[src/rtl/crc32_8023_wide.sv]
// crc32_8023_wide
//   IEEE 802.3 CRC-32 engine for the GMII MAC datapath, DW-bit beats.
//   Folds data beats into the CRC (with a partial last beat), then emits
//   the FCS in DW-bit beats. It also flags the good-frame residue for RX
//   FCS checking.
// Parameters
//   DW        data width, 8/16/32 (BN = DW/8 bytes per beat)
// Ports
//   clk       rising-edge clock
//   reset_n   async active-low reset
//   load_init preset CRC to all ones, start a frame (drops a coincident beat)
//   d_valid   beat qualifier
//   calc      1: fold d into the CRC, 0: emit FCS bytes
//   d         data, byte 0 on d[7:0], bit 0 of each byte first on wire
//   d_bytes   valid bytes in a calc beat (1..BN); other values are a no-op
//   crc_reg   current CRC register, non-reflected
//   crc       registered FCS beat, FCS byte k on lane k
//   crc_valid crc carries FCS bytes this cycle
//   emit_done pulse with the beat carrying the 4th FCS byte
//   crc_ok    crc_reg equals the good-frame residue
module crc32_8023_wide #(
  parameter int DW = 8
) (
  input  logic                      clk,
  input  logic                      reset_n,
  input  logic                      load_init,
  input  logic                      d_valid,
  input  logic                      calc,
  input  logic [DW-1:0]             d,
  input  logic [$clog2(DW/8+1)-1:0] d_bytes,
  output logic [31:0]               crc_reg,
  output logic [DW-1:0]             crc,
  output logic                      crc_valid,
  output logic                      emit_done,
  output logic                      crc_ok
);
  localparam int          BN      = DW / 8;
  localparam logic [31:0] POLY    = 32'h04C11DB7;
  localparam logic [31:0] RESIDUE = 32'hC704DD7B;

  typedef enum logic [1:0] {IDLE, CALC, EMIT} state_t;

  state_t        state_q;
  logic [31:0]   crc_reg_q, fold_d, shift_d;
  logic [DW-1:0] crc_q, emit_d;
  logic          crc_valid_q, emit_done_q;
  logic [2:0]    emit_cnt_q, n_emit, cnt_d;
  logic          bytes_ok;

  function automatic logic [7:0] bitrev8(input logic [7:0] b);
    logic [7:0] r;
    for (int i = 0; i < 8; i++) r[i] = b[7-i];
    return r;
  endfunction

  assign bytes_ok = (d_bytes != '0) && (int'(d_bytes) <= BN);

  // Bit-serial fold, lane 0 first, LSB of each byte first.
  always_comb begin
    fold_d = crc_reg_q;
    for (int b = 0; b < BN; b++) begin
      if (b < int'(d_bytes)) begin
        for (int i = 0; i < 8; i++) begin
          if (fold_d[31] ^ d[8*b+i]) fold_d = {fold_d[30:0], 1'b0} ^ POLY;
          else                       fold_d = {fold_d[30:0], 1'b0};
        end
      end
    end
  end

  // crc_reg is shifted left as bytes go out, so the next FCS byte always
  // sits in crc_reg[31:24]; lane k takes byte k of the current register,
  // which is FCS byte emit_cnt+k of the original value.
  always_comb begin
    n_emit  = ((3'd4 - emit_cnt_q) < 3'(BN)) ? (3'd4 - emit_cnt_q) : 3'(BN);
    emit_d  = '0;
    shift_d = crc_reg_q;
    for (int k = 0; k < BN; k++) begin
      if (k < int'(n_emit)) begin
        emit_d[8*k +: 8] = ~bitrev8(crc_reg_q[31-8*k -: 8]);
        shift_d          = {shift_d[23:0], 8'hFF};
      end
    end
    cnt_d = emit_cnt_q + n_emit;
  end

  always_ff @(posedge clk or negedge reset_n) begin
    if (!reset_n) begin
      state_q     <= IDLE;
      crc_reg_q   <= 32'hFFFF_FFFF;
      crc_q       <= '0;
      crc_valid_q <= 1'b0;
      emit_done_q <= 1'b0;
      emit_cnt_q  <= 3'd0;
    end else if (load_init) begin
      state_q     <= CALC;
      crc_reg_q   <= 32'hFFFF_FFFF;
      crc_valid_q <= 1'b0;
      emit_done_q <= 1'b0;
      emit_cnt_q  <= 3'd0;
    end else if (d_valid && calc) begin
      crc_valid_q <= 1'b0;
      emit_done_q <= 1'b0;
      // Data arriving after emission started is ignored until re-init.
      if (state_q != EMIT && bytes_ok) begin
        crc_reg_q <= fold_d;
        state_q   <= CALC;
      end
    end else if (d_valid) begin
      // With all 4 bytes out n_emit is 0: crc clears, crc_reg holds.
      state_q     <= EMIT;
      crc_q       <= emit_d;
      crc_reg_q   <= shift_d;
      emit_cnt_q  <= cnt_d;
      crc_valid_q <= (n_emit != 3'd0);
      emit_done_q <= (n_emit != 3'd0) && (cnt_d == 3'd4);
    end else begin
      crc_valid_q <= 1'b0;
      emit_done_q <= 1'b0;
    end
  end

  assign crc_reg   = crc_reg_q;
  assign crc       = crc_q;
  assign crc_valid = crc_valid_q;
  assign emit_done = emit_done_q;
  assign crc_ok    = (crc_reg_q == RESIDUE);

endmodule
[config.mk]
export PLATFORM = sky130hd
export DESIGN_NAME = crc32_8023_wide
export DESIGN_NICKNAME = d
export VERILOG_FILES = /design/src/rtl/crc32_8023_wide.sv
export SDC_FILE = /design/constraint.sdc
export NUM_CORES = 1
export LEC_CHECK = 0
export CAP_MARGIN = 20
export CORE_MARGIN = 4
export CORE_UTILIZATION = 52
export DETAILED_ROUTE_END_ITERATION = 8
export GPL_TIMING_DRIVEN = 0
export PLACE_DENSITY = 0.79
export SETUP_SLACK_MARGIN = 0.5
export SYNTH_ARGS = -nofsm -noshare
export SYNTH_HDL_FRONTEND = slang
export SYNTH_SLANG_ARGS = --single-unit
export TNS_END_PERCENT = 50
[constraint.sdc]
create_clock -name clk -period 2.75 [get_ports clk]
set_input_delay 0.275 -clock clk [delete_from_list [all_inputs] [get_ports clk]]
set_output_delay 0.275 -clock clk [all_outputs]
set_load 0.03 [all_outputs]
==> key figures <==
Yosys
  – Async set-or-reset flop fraction in the synthesized netlist: 1.00
  – Synthesized instance count: 292
  – Main area contributors after synthesis: sky130_fd_sc_hd__dfstp_2 28%, sky130_fd_sc_hd__dfrtp_1 13%, sky130_fd_sc_hd__xnor2_1 12%
  – Count of synthesis-stage warnings from yosys: 0
  – Post-synthesis cell type with the largest combined area: sky130_fd_sc_hd__dfstp_2
  – Post-synth EDFFs: 0
  – Flops & latches, synth: 47
  – Cell variety after synth: 38
  – Synthesized area per cell: 10.2 um2
  – Net Count, Synth: 308
  – Commonest cells in the netlist: 43 x sky130_fd_sc_hd__nor2_1, 41 x sky130_fd_sc_hd__xnor2_1, 32 x sky130_fd_sc_hd__dfstp_2
  – Ys flop type: sky130_fd_sc_hd__dfstp_2
  – Sequential element share of the synthesized area: 0.410
  – Cell Area, Synth: 2970 um2
  – Proportion of netlist area held by the largest area contributor: 0.283
  – Most frequent cell after synthesis: sky130_fd_sc_hd__nor2_1

Run status
  – Run status: finished, final reports clean

GRT
  – Global routing usage summed across all routing layers: 0.228
  – M1 GR Usage: 0.305
  – Routing layer with the top usage in global route: met2
  – Global Route met2 Usage: 0.369
  – Largest net degree at the start of global routing: 31
  – Global-route wire length before repair: 12800 um
  – Number of global-route vias before repair: 2443
  – Antenna violations before repair: 0
  – Total congestion overflow: 0
  – GR Layer Usage met3: 0.0454

STA
  – Worst hold margin: 444 ps
  – Final Setup Violations: 0
  – Largest clock skew in the final design: 6.88 ps
  – Unrepaired setup endpoints after global routing: yes
  – Worst slew margin: 0.601
  – Final worst slack: 545 ps
  – Worst-Margin Slew: 594 ps
  – Min Clock Period, post-route: 2210 ps
  – Number of slew-limit violations in the final report: 0
  – Final Cycle Share: 0.802
  – Count of final hold-check violations: 0
  – Max Freq: 453 MHz
  – Post-Route Setup TNS: 0 ps

Floorplanning
  – Row count: 27
  – Die Height: 83.5 um
  – Die area: 6980 um2
  – Starting density of the core: 0.539
  – Die width: 83.5 um
  – Area of the core region: 5510 um2
  – I/O pin count: 57

Layout
  – Register Area: 1220 um2
  – Number of antenna repair diodes: 0
  – Final nets: 375
  – Fill cell instance count of the final layout: 439
  – Multi-input logic area: 1720 um2
  – Largest register FFs: 40
  – Layout cells sized above 1: 0.194
  – Post-synthesis to final-layout area growth: 27.2%

Power and ir drop
  – Power per standard cell area: 917 nW/um2
  – IR Drop Worst-Case VDD: 0.000628 V
  – Total leakage power: 1.41 nW
  – Post-layout power: 3.46 mW

CTS
  – Cell at the root of the clock tree: sky130_fd_sc_hd__clkbuf_8
  – Clock edge transition at the registers on the reported setup and hold paths: 90 ps
  – Maximum count of clock buffers along a single path: 2
  – TritonCTS clock tree: built
  – Num CTS Buffers: 5
  – Clk_lat worst skew: 300 ps
  – H-tree Lvls: 2
  – Number of sinks driven by the clock tree: 47

Worst setup path
  – CP top delay family: simple AND/OR/NAND/NOR gates
  – Crit Path Class: flop to output port
  – Setup slack on the worst flop-to-flop path: 620 ps
  – Crit path from: crc_reg[8]
  – Maximum net fanout on the critical path: 5
  – Type of destination of the critical path: output port
  – End point of the critical path: crc_ok
  – Worst path required time: 2480 ps
  – FF-to-FF path depth: 6
  – Slowest stage cell, crit path: sky130_fd_sc_hd__dfstp_2
  – Ordered list of cells on the worst path: nor4bb_1 -> nand4_1 -> nor4_2 -> clkbuf_4
  – Worst flop-to-flop path endpoint: crc_reg[12]
  – Total buffers and inverters traversed by the critical path: 1
  – Arrival time at the worst endpoint: 1930 ps
  – Largest stage delay on the critical path: 610 ps
  – Worst flop-to-flop path startpoint: crc_reg[28]
  – Number of cells on the critical path: 4
  – Startpoint kind of the worst setup timing path: flop

Drt
  – TritonRoute pass-1 iters: 4
  – Per-cell via count in the routed design: 5.80
  – DRC violation count after routing: 0
  – Antenna Violating Nets Remaining: 0
  – Initial DRC Count: 173
  – Final routed wire length divided by cell count: 18.1 um
  – Drt total wl: 7830 um
  – Overall via count from detail_route: 2506

Place
  – PortBufs: 56
  – Final GP Congestion: 0.914
  – Pre-CTS setup slack: 272 ps
  – Detailed-placement wirelength estimate: 5870 um

Hold path
  – Path category of the worst min-delay check: input port to async pin

Job
  – # Max-Cap Violations: 0
==> report_power, final <==
part           leakage [nW]  total, mW  switching, mW  internal, mW
clock                0.0412      0.416          0.237         0.178
sequential            0.537       1.10          0.201         0.903
combinational         0.827       1.94           1.06         0.884
==> logic make-up after synthesis <==
family | after synthesis | share of synthesized area
buffers and inverters | 16 | 0.0202
XOR/XNOR | 66 | 0.269
adder cells (fa/ha/maj) | 2 | 0.00843
AND/OR/NAND/NOR | 91 | 0.140
AO/OA/AOI/OAI | 67 | 0.142
multiplexers | 3 | 0.0101
flip-flops | 47 | 0.410
==> final cells by class <==
class / instances / share of cell area
multi-input combinational: 229 / 0.455
sequential: 47 / 0.322
timing repair buffer: 60 / 0.158
tap: 72 / 0.0239
clock buffer: 6 / 0.0192
buffer: 10 / 0.0123
inverter: 6 / 0.00597
clock inverter: 2 / 0.00332
==> metrics by stage <==
step                utilization  cell area, um2  instances
global placement          0.658            3620        420
finish                    0.685            3770        432
CTS                       0.678            3730        430
floorplan                     -            2970        292
global route              0.685            3770        432
detailed placement        0.661            3640        421
==> worst min path at each step <==
stage,slack [ps],from,endpoint
after floorplan,-20,reset_n,crc[0]
after global placement,460,crc[7],crc[7]
after detailed placement,240,reset_n,crc[1]
after CTS,460,reset_n,crc[1]
after global routing,480,reset_n,crc[1]
final,440,reset_n,crc[2]
==> worst reg2reg max path, cell delays in order, from the launching register on <==
cell and delay, ps:
sky130_fd_sc_hd__dfstp_2 620, sky130_fd_sc_hd__xnor2_4 170, sky130_fd_sc_hd__xnor2_2 470, sky130_fd_sc_hd__xnor2_2 150, sky130_fd_sc_hd__xnor2_1 160, sky130_fd_sc_hd__or3_1 320
sky130_fd_sc_hd__a31oi_1 170
==> routing by layer <==
metal | up-vias | part of all wire
met5 | - | 0
met4 | 0 | 0.029
met3 | 22 | 0.069
met2 | 112 | 0.47
met1 | 1218 | 0.43
li1 | 1154 | -
==> placed cells by master (no fill, tap or decap), drive strengths merged, types with 2 or more instances in the layout <==
master / Yosys / routed
a21oi: 21 / 21
a311oi: 2 / 2
a31oi: 10 / 10
buf: 0 / 4
clkbuf: 10 / 17
clkdlybuf4s50: 0 / 54
clkinv: 1 / 2
dfrtp: 15 / 15
dfstp: 32 / 32
ha: 2 / 2
inv: 5 / 5
mux2i: 3 / 3
nand2: 22 / 22
nand4b: 3 / 3
nor2: 43 / 43
nor2b: 3 / 3
nor3: 5 / 5
nor4: 4 / 4
nor4b: 2 / 2
o21a: 2 / 2
o21ai: 12 / 12
o22a: 5 / 5
o31ai: 9 / 9
or3: 4 / 4
xnor2: 57 / 57
xor2: 9 / 9
==> timing repair <==
item                       in CTS  in global routing
hold endpoints to repair        3                  0
resized for setup               9                 13
hold buffers                    1                  0
setup endpoints to repair      14                 29
buffers inserted                0                  2
No activity file was read; power rests on OpenSTA's default activity.
